<file path="src/rtl/fnd_scan_display_pkg.sv">
// Shared constants for the FND scan display: active-low segment patterns
// ({dp,g,f,e,d,c,b,a}) and the bit layout of the packed 24-bit time word.
package fnd_scan_display_pkg;

    // Active-low seven-segment patterns, dp off (bit 7 high).
    localparam logic [7:0] SEG_0     = 8'hC0;
    localparam logic [7:0] SEG_1     = 8'hF9;
    localparam logic [7:0] SEG_2     = 8'hA4;
    localparam logic [7:0] SEG_3     = 8'hB0;
    localparam logic [7:0] SEG_4     = 8'h99;
    localparam logic [7:0] SEG_5     = 8'h92;
    localparam logic [7:0] SEG_6     = 8'h82;
    localparam logic [7:0] SEG_7     = 8'hF8;
    localparam logic [7:0] SEG_8     = 8'h80;
    localparam logic [7:0] SEG_9     = 8'h90;
    localparam logic [7:0] SEG_BLANK = 8'hFF;
    localparam int unsigned DP_BIT   = 7;

    // Packed time word field layout.
    localparam int unsigned MSEC_LSB = 0;
    localparam int unsigned MSEC_W   = 7;
    localparam int unsigned SEC_LSB  = 7;
    localparam int unsigned SEC_W    = 6;
    localparam int unsigned MIN_LSB  = 13;
    localparam int unsigned MIN_W    = 6;
    localparam int unsigned HOUR_LSB = 19;
    localparam int unsigned HOUR_W   = 5;

endpackage

</file>
<file path="src/rtl/fnd_bcd_decoder.sv">
// Combinational digit-to-segment decoder.
// Ports:
//   value  - 4-bit digit value; anything above 9 shows blank
//   dp_on  - 1 lights the decimal point
//   seg_c  - active-low segments {dp,g,f,e,d,c,b,a}
module fnd_bcd_decoder
    import fnd_scan_display_pkg::*;
(
    input  logic [3:0] value,
    input  logic       dp_on,
    output logic [7:0] seg_c
);

    always_comb begin
        seg_c = SEG_BLANK;
        case (value)
            4'd0:    seg_c = SEG_0;
            4'd1:    seg_c = SEG_1;
            4'd2:    seg_c = SEG_2;
            4'd3:    seg_c = SEG_3;
            4'd4:    seg_c = SEG_4;
            4'd5:    seg_c = SEG_5;
            4'd6:    seg_c = SEG_6;
            4'd7:    seg_c = SEG_7;
            4'd8:    seg_c = SEG_8;
            4'd9:    seg_c = SEG_9;
            default: seg_c = SEG_BLANK;
        endcase
        if (dp_on) begin
            seg_c[DP_BIT] = 1'b0;
        end
    end

endmodule

</file>
<file path="src/rtl/fnd_scan_display.sv">
// Four-digit common-anode 7-segment scan driver for the packed time word.
// Shows sec:msec (sel_display=0) or hour:min (sel_display=1), one digit per
// scan slot, with a centre decimal point blinking from the msec field.
// Ports:
//   clk, reset    - clock, asynchronous active-high reset
//   sel_display   - 0 = sec:msec, 1 = hour:min
//   fnd_in_data   - {hour[4:0], min[5:0], sec[5:0], msec[6:0]}
//   fnd_digit     - active-low digit enables, bit 0 = rightmost (registered)
//   fnd_data      - active-low segments {dp,g,f,e,d,c,b,a} (registered)
module fnd_scan_display
    import fnd_scan_display_pkg::*;
#(
    parameter int unsigned CLK_FREQ = 100_000_000,
    parameter int unsigned SCAN_HZ  = 1000
) (
    input  logic        clk,
    input  logic        reset,
    input  logic        sel_display,
    input  logic [23:0] fnd_in_data,
    output logic [3:0]  fnd_digit,
    output logic [7:0]  fnd_data
);

    localparam int unsigned SCAN_DIV = CLK_FREQ / SCAN_HZ;
    localparam int unsigned DIV_W    = (SCAN_DIV > 1) ? $clog2(SCAN_DIV) : 1;
    localparam logic [DIV_W-1:0] DIV_MAX = DIV_W'(SCAN_DIV - 1);

    logic [DIV_W-1:0]  scan_div;
    logic              scan_tick_c;
    logic [1:0]        digit_idx;
    logic [MSEC_W-1:0] msec_c;
    logic [SEC_W-1:0]  sec_c;
    logic [MIN_W-1:0]  min_c;
    logic [HOUR_W-1:0] hour_c;
    logic [6:0]        lower_c;
    logic [5:0]        upper_c;
    logic [3:0]        digit_val_c;
    logic              dp_on_c;
    logic [7:0]        seg_c;

    assign scan_tick_c = (scan_div == DIV_MAX);

    // Scan divider and digit index; the index steps once per slot.
    always_ff @(posedge clk or posedge reset) begin
        if (reset) begin
            scan_div  <= '0;
            digit_idx <= '0;
        end else begin
            if (scan_tick_c) begin
                scan_div  <= '0;
                digit_idx <= digit_idx + 2'd1;
            end else begin
                scan_div  <= scan_div + DIV_W'(1);
            end
        end
    end

    assign msec_c = fnd_in_data[MSEC_LSB +: MSEC_W];
    assign sec_c  = fnd_in_data[SEC_LSB  +: SEC_W];
    assign min_c  = fnd_in_data[MIN_LSB  +: MIN_W];
    assign hour_c = fnd_in_data[HOUR_LSB +: HOUR_W];

    // Field pair selection; both pairs zero-extended to a common width.
    assign lower_c = sel_display ? 7'(min_c)  : msec_c;
    assign upper_c = sel_display ? 6'(hour_c) : sec_c;

    // Digit value on full field width: an out-of-range tens digit (e.g.
    // msec=127 -> 12) is passed through and decodes to blank.
    always_comb begin
        digit_val_c = 4'd0;
        case (digit_idx)
            2'd0: digit_val_c = 4'(lower_c % 7'd10);
            2'd1: digit_val_c = 4'(lower_c / 7'd10);
            2'd2: digit_val_c = 4'(upper_c % 6'd10);
            2'd3: digit_val_c = 4'(upper_c / 6'd10);
            default: digit_val_c = 4'd0;
        endcase
    end

    // Centre dp follows msec regardless of mode: lit for the first half second.
    assign dp_on_c = (digit_idx == 2'd2) && (msec_c < 7'd50);

    fnd_bcd_decoder u_decoder (
        .value (digit_val_c),
        .dp_on (dp_on_c),
        .seg_c (seg_c)
    );

    // Registered pins, one clk behind the index and input.
    always_ff @(posedge clk or posedge reset) begin
        if (reset) begin
            fnd_digit <= 4'b1111;
            fnd_data  <= SEG_BLANK;
        end else begin
            fnd_digit <= ~(4'b0001 << digit_idx);
            fnd_data  <= seg_c;
        end
    end

endmodule

</file>
<file path="config.mk">
export PLATFORM = sky130hd
export DESIGN_NAME = fnd_scan_display
export DESIGN_NICKNAME = d
export VERILOG_FILES = /design/src/rtl/fnd_scan_display_pkg.sv /design/src/rtl/fnd_bcd_decoder.sv /design/src/rtl/fnd_scan_display.sv
export SDC_FILE = /design/constraint.sdc
export NUM_CORES = 1
export LEC_CHECK = 0
export ABC_AREA = 1
export CORE_MARGIN = 2
export CORE_UTILIZATION = 40
export CTS_BUF_LIST = sky130_fd_sc_hd__clkbuf_8
export DETAILED_ROUTE_END_ITERATION = 7
export REMOVE_ABC_BUFFERS = 1
export SYNTH_ARGS = -nofsm -noshare
export SYNTH_HDL_FRONTEND = slang
export SYNTH_SLANG_ARGS = --single-unit
</file>
<file path="constraint.sdc">
create_clock -name clk -period 4.8 [get_ports clk]
set_clock_uncertainty 0.05 [all_clocks]
set_input_delay 0.48 -clock clk [delete_from_list [all_inputs] [get_ports clk]]
set_output_delay 0.48 -clock clk [all_outputs]
set_load 0.01 [all_outputs]
</file>
==> results.json, run 1 <==
{
  "outcome": "finished clean",
  "cts_resized": 0,
  "rows": 29,
  "clk_pin_slew_ps": 60,
  "worstMarginPinSlew_ps": 626.1,
  "r2r_cells": 28,
  "max_slew_margin_pct": 57.94,
  "gp_congestion": 0.8431,
  "critPathLaunchType": "flip-flop",
  "required_ps": 4970,
  "h-tree-depth": 2,
  "clock-sinks": 31,
  "die_h_um": 84.45,
  "async_reset_ff_share_pct": 100.0,
  "hold_class": "reg2reg",
  "ys_top_cells_by_area": "dfrtp_1 (18%), nand2_1 (15%), dfstp_2 (12%), inv_1 (11%), nand3_1 (7.2%)",
  "worstReg2RegEnd": "fnd_data[3]$_DFF_PP1_",
  "ir_drop_mv": 0.1916,
  "yosysWarnings": 0,
  "yosysTopAreaCell": "dfrtp_1",
  "place.port_buffers": 38,
  "antenna_left": 0,
  "cts-root-buf": "clkbuf_8",
  "worst-setup-path-type": "reg2reg",
  "post_cts_buffers": 0,
  "synthCells": 380,
  "insertion_delay_ps": 280,
  "place_inst": 492,
  "drive_gt1_share_pct": 13.71,
  "fp.coreArea_um2": 6314,
  "grt.overflow.total": 0,
  "finalSetupTns_ps": 0,
  "synthesis.area_um2": 2589,
  "initialDrtViolationCount": 89,
  "antenna_found_initial": 0,
  "synth_top_area_share_pct": 18.37,
  "hold_depth": 1,
  "min_to": "scan_div[0]$_DFF_PP0_",
  "yosysSeqAreaShare_pct": 30.55,
  "leakage_uw": 0.001627,
  "grt_pass1_vias": 2364,
  "cp_common_cell": "nand2_1",
  "min_from": "scan_div[0]$_DFF_PP0_",
  "cts_tree": "yes",
  "via_count": 2380,
  "wire_per_inst_um": 10.26,
  "place_area_um2": 3034,
  "first_pass_iters": 4,
  "stdcell_area_um2": 3152,
  "r2r_start": "digit_idx[0]$_DFFE_PP0N_",
  "hold_buffers": 0,
  "rrSetupSlack_ps": 780,
  "die-area_um2": 7131,
  "grt_start_max_net_pins": 32,
  "rsz0062_at_grt": "false",
  "cts.path.max_buffers": 2,
  "setup_violations": 0,
  "ios": 39,
  "cp_slowest_stage_delay_ps": 440,
  "avgSynthCellArea_um2": 6.812,
  "areaGrowthSynthToFinish_pct": 21.75,
  "nNetsFinal": 463,
  "grtUsageTotal_pct": 16.58,
  "die_w_um": 84.45,
  "hold_viol": 0,
  "numCtsBuffers": 5,
  "drc": 0,
  "viasPerCell": 4.760,
  "synth-seq-cells": 31,
  "ys_top_cells_by_count": "nand2_1 (101), inv_1 (73), nand3_1 (37)",
  "wl_um": 5132,
  "grt_pass1_wl_um": 9873,
  "critPathMaxFanout": 9,
  "fin_crit_ps": 4025,
  "finalCritPeriodShare_pct": 83.85,
  "cpMaxStageDelayCell": "ha_1",
  "hpwl_um": 4269,
  "num_antenna_cells": 0,
  "end_kind": "flip-flop",
  "ys_types": 37,
  "arrival_ps": 4190,
  "power.density_nw_per_um2": 292.2,
  "drv_cap": 0,
  "drv_slew": 0,
  "start_util_pct": 41.00,
  "synthFlopType": "dfrtp_1",
  "yosysMostFrequentCell": "nand2_1",
  "fmax_ghz": 0.2485,
  "synth-edff-count": 0,
  "fin_cells": 500
}
critical path: cells and delay by family (launching register included):
kind | cells | cell delay, ps
simple gates | 17 | 1720
compound gates | 3 | 330
buf+inv | 4 | 440
flops | 1 | 380
fa+ha+maj | 4 | 1020
area by class of cell:
type,instances,area (um2)
multi-input cells,267,1460
repair buffers,40,395.4
clock inverters,2,35.03
fillers,658,3162
flip-flops and latches,31,790.8
well taps,77,96.34
clock buffers,6,82.58
inverters,77,291.5
report_power, final:
group / switching [uW] / total [uW] / internal, uW / leakage (uW)
Clock: 95.2 / 263 / 168 / 0.0000612
Sequential: 6.74 / 318 / 311 / 0.000377
Combinational: 188 / 340 / 152 / 0.00119
Total: 290 / 921 / 631 / 0.00163
kinds of logic (layout without fill, tap and decap cells):
kind of cell | after synthesis | count (layout) | share of synthesized area (%)
compound gates | 36 | 36 | 9.184
simple gates | 212 | 212 | 38.71
buf+inv | 82 | 125 | 13.05
fa+ha+maj | 14 | 14 | 6.767
flops | 31 | 31 | 30.55
xor+xnor | 4 | 4 | 1.353
mux | 1 | 1 | 0.3867
layer usage:
metal | vias to the layer above | share of wire (%) | GRT usage (%) | wire length [um]
li1 | 1281 | - | - | -
met1 | 1073 | 47 | 19.89 | 2411
met2 | 20 | 49 | 30.09 | 2536
met3 | 6 | 1.9 | 2.950 | 96
met4 | 0 | 1.7 | 5.195 | 87
met5 | - | 0 | 0 | 0
layout by cell type, fill, tap and decap left out, types with 4 or more instances in the layout:
master | synthesis | layout
nor3_1 | 7 | 7
dfrtp_1 | 19 | 19
xor2_1 | 4 | 4
dfstp_2 | 12 | 12
nand3_1 | 37 | 37
nand4_1 | 6 | 6
nand2_4 | 4 | 4
ha_1 | 14 | 14
clkdlybuf4s50_1 | 0 | 38
o21ai_0 | 11 | 11
nand2_2 | 14 | 14
nor4_1 | 5 | 5
clkbuf_8 | 0 | 6
inv_1 | 73 | 73
o21ai_1 | 6 | 6
nor2_1 | 25 | 25
nand2_1 | 101 | 101
nand3_2 | 4 | 4
a21oi_1 | 5 | 5
metrics by stage:
step | hold WS [ps] | power (uW) | setup slack (ps) | utilization, %
finish | 441.7 | 920.9 | 775.4 | 49.92
global route | 479.6 | 995.4 | 212.8 | 49.92
CTS | 446.6 | 934.1 | 747.8 | 49.92
detailed placement | 437.9 | 667.1 | 482.8 | 48.06
global placement | 426.7 | 665.1 | 618.4 | 48.06
floorplan | 404.7 | 545.8 | 1274 | -
sequential cells by signal, summed over array words and instances (netlist names):
name and count:
fnd_digit 4, digit_idx 2, fnd_data 8, scan_div 17
worst max-delay path by stage:
stage	start	end	slack [ps]	cells past startpoint
5_1_grt	digit_idx[1]$_DFFE_PP0N_	fnd_data[6]$_DFF_PP1_	210	32
3_3_place_gp	sel_display	fnd_data[6]$_DFF_PP1_	620	33
6_report	digit_idx[0]$_DFFE_PP0N_	fnd_data[3]$_DFF_PP1_	780	28
4_1_cts	digit_idx[0]$_DFFE_PP0N_	fnd_data[3]$_DFF_PP1_	750	28
2_1_floorplan	digit_idx[0]$_DFFE_PP0N_	fnd_data[6]$_DFF_PP1_	1270	32
3_5_place_dp	sel_display	fnd_data[3]$_DFF_PP1_	480	29
(Power assumes the default switching activity.)
==> run 2, diff against run 1 <==
==> constraint.sdc (replaced) <==
create_clock -name clk -period 4 [get_ports clk]
set_clock_uncertainty 0.05 [all_clocks]
set_input_delay 0.4 -clock clk [delete_from_list [all_inputs] [get_ports clk]]
set_output_delay 0.4 -clock clk [all_outputs]
set_load 0.01 [all_outputs]
==> results.json, run 2 (synthesized netlist as in run 1, its figures left out) <==
{
  "leakage_uw": 0.001694,
  "critPathMaxFanout": 9,
  "hpwl_um": 4401,
  "finalSetupTns_ps": 0,
  "clk_pin_slew_ps": 60,
  "max_slew_margin_pct": 54.32,
  "hold_viol": 0,
  "place_inst": 499,
  "fmax_ghz": 0.2792,
  "min_to": "scan_div[0]$_DFF_PP0_",
  "cp_slowest_stage_delay_ps": 410,
  "grt.overflow.total": 0,
  "cpMaxStageDelayCell": "clkdlybuf4s50_1",
  "num_antenna_cells": 0,
  "grt_start_max_net_pins": 20,
  "worstMarginPinSlew_ps": 684.5,
  "worst-setup-path-type": "in2reg",
  "antenna_found_initial": 0,
  "finalCritPeriodShare_pct": 89.55,
  "r2r_start": "digit_idx[0]$_DFFE_PP0N_",
  "rrSetupSlack_ps": 470,
  "drv_slew": 0,
  "antenna_left": 0,
  "cts.path.max_buffers": 2,
  "drive_gt1_share_pct": 18.04,
  "reg.largest.list": "scan_div (17), fnd_data (8), fnd_digit (4)",
  "cts_tree": "yes",
  "grtUsageTotal_pct": 16.61,
  "wire_per_inst_um": 10.35,
  "dp_slack_ps": -30.47,
  "worst_slack_ps": 418.1,
  "end_kind": "flip-flop",
  "die_h_um": 84.45,
  "regMostFlops": "scan_div",
  "power.density_nw_per_um2": 320.6,
  "areaGrowthSynthToFinish_pct": 26.63,
  "grt_pass1_wl_um": 9915,
  "hold_buffers": 0,
  "largest_reg_flops": 17,
  "cts-root-buf": "clkbuf_8",
  "rows": 29,
  "path_buf_inv": 7,
  "h-tree-depth": 2,
  "insertion_delay_ps": 280,
  "num-fill-cells": 644,
  "required_ps": 4180,
  "drc": 0,
  "critPathLaunchType": "input pin",
  "arrival_ps": 3760,
  "initialDrtViolationCount": 64,
  "drv_cap": 0,
  "ir_drop_mv": 0.1836,
  "rsz0062_at_grt": "false",
  "nNetsFinal": 478,
  "cp_top_family": "simple AND/OR/NAND/NOR gates",
  "die-area_um2": 7131,
  "outcome": "finished clean",
  "r2r_cells": 27,
  "place.port_buffers": 38,
  "start_util_pct": 41.00,
  "first_pass_iters": 4,
  "die_w_um": 84.45,
  "timing.hold.ws_ps": 440.2,
  "layout_common_cells": "nand2_1 (100), inv_1 (71), clkdlybuf4s50_1 (38)",
  "fin_cells": 515,
  "hold_class": "reg2reg",
  "fp.coreArea_um2": 6314,
  "worstReg2RegEnd": "fnd_data[1]$_DFF_PP1_",
  "min_from": "scan_div[0]$_DFF_PP0_",
  "hold_depth": 1,
  "wl_um": 5329,
  "numCtsBuffers": 5,
  "viasPerCell": 4.674,
  "grt_pass1_vias": 2390,
  "clock-sinks": 31,
  "gp_congestion": 0.8386,
  "setup_violations": 0,
  "fin_crit_ps": 3582,
  "ios": 39,
  "layout_commonest_cell": "nand2_1",
  "via_count": 2407
}
## run 2: timing repair
item                                    in CTS  in global routing
setup buffers                                0                  8
resized for setup                            0                 12
endpoints found under the setup margin       0                  7
## run 2: per-stage QoR
step                cell area (um2)  power, uW  utilization (%)
CTS                            3178       1060            50.34
global route                   3278       1135            51.92
floorplan                      2542      654.9                -
global placement               3087      808.0            48.89
finish                         3278       1051            51.92
detailed placement             3087      808.5            48.89
## run 2: layout make-up
class / instances / area (um2) / area share (%)
Clock buffer: 6 / 82.58 / 2.519
Clock inverter: 2 / 8.758 / 0.2672
Inverter: 77 / 297.8 / 9.084
Multi-Input combinational cell: 267 / 1490 / 45.46
Sequential cell: 31 / 790.8 / 24.12
Tap cell: 77 / 96.34 / 2.939
Timing Repair Buffer: 55 / 511.7 / 15.61
## run 2: report_power, final
part / switching [uW] / internal, uW / leakage [uW] / total, uW
Clock: 109 / 136 / 0.0000524 / 245
Combinational: 229 / 195 / 0.00126 / 424
Sequential: 8.58 / 374 / 0.000377 / 382
Total: 346 / 704 / 0.00169 / 1050
## run 2: how the worst max path moves through the flow
stage | start | slack (ps) | end | cells past startpoint
final | sel_display | 420 | fnd_data[1]$_DFF_PP1_ | 27
after global routing | sel_display | 5 | fnd_data[6]$_DFF_PP1_ | 33
after CTS | digit_idx[0]$_DFFE_PP0N_ | 230 | fnd_data[3]$_DFF_PP1_ | 25
after detailed placement | sel_display | -30 | fnd_data[6]$_DFF_PP1_ | 34
after global placement | sel_display | 80 | fnd_data[6]$_DFF_PP1_ | 34
after floorplan | digit_idx[0]$_DFFE_PP0N_ | 470 | fnd_data[6]$_DFF_PP1_ | 32
## run 2: per-layer routing
metal	global-route usage [%]	share of wire [%]	vias up
li1	-	-	1305
met1	20.12	47	1071
met2	29.87	49	22
met3	2.163	2.0	9
met4	6.349	2.0	0
met5	0	0	-
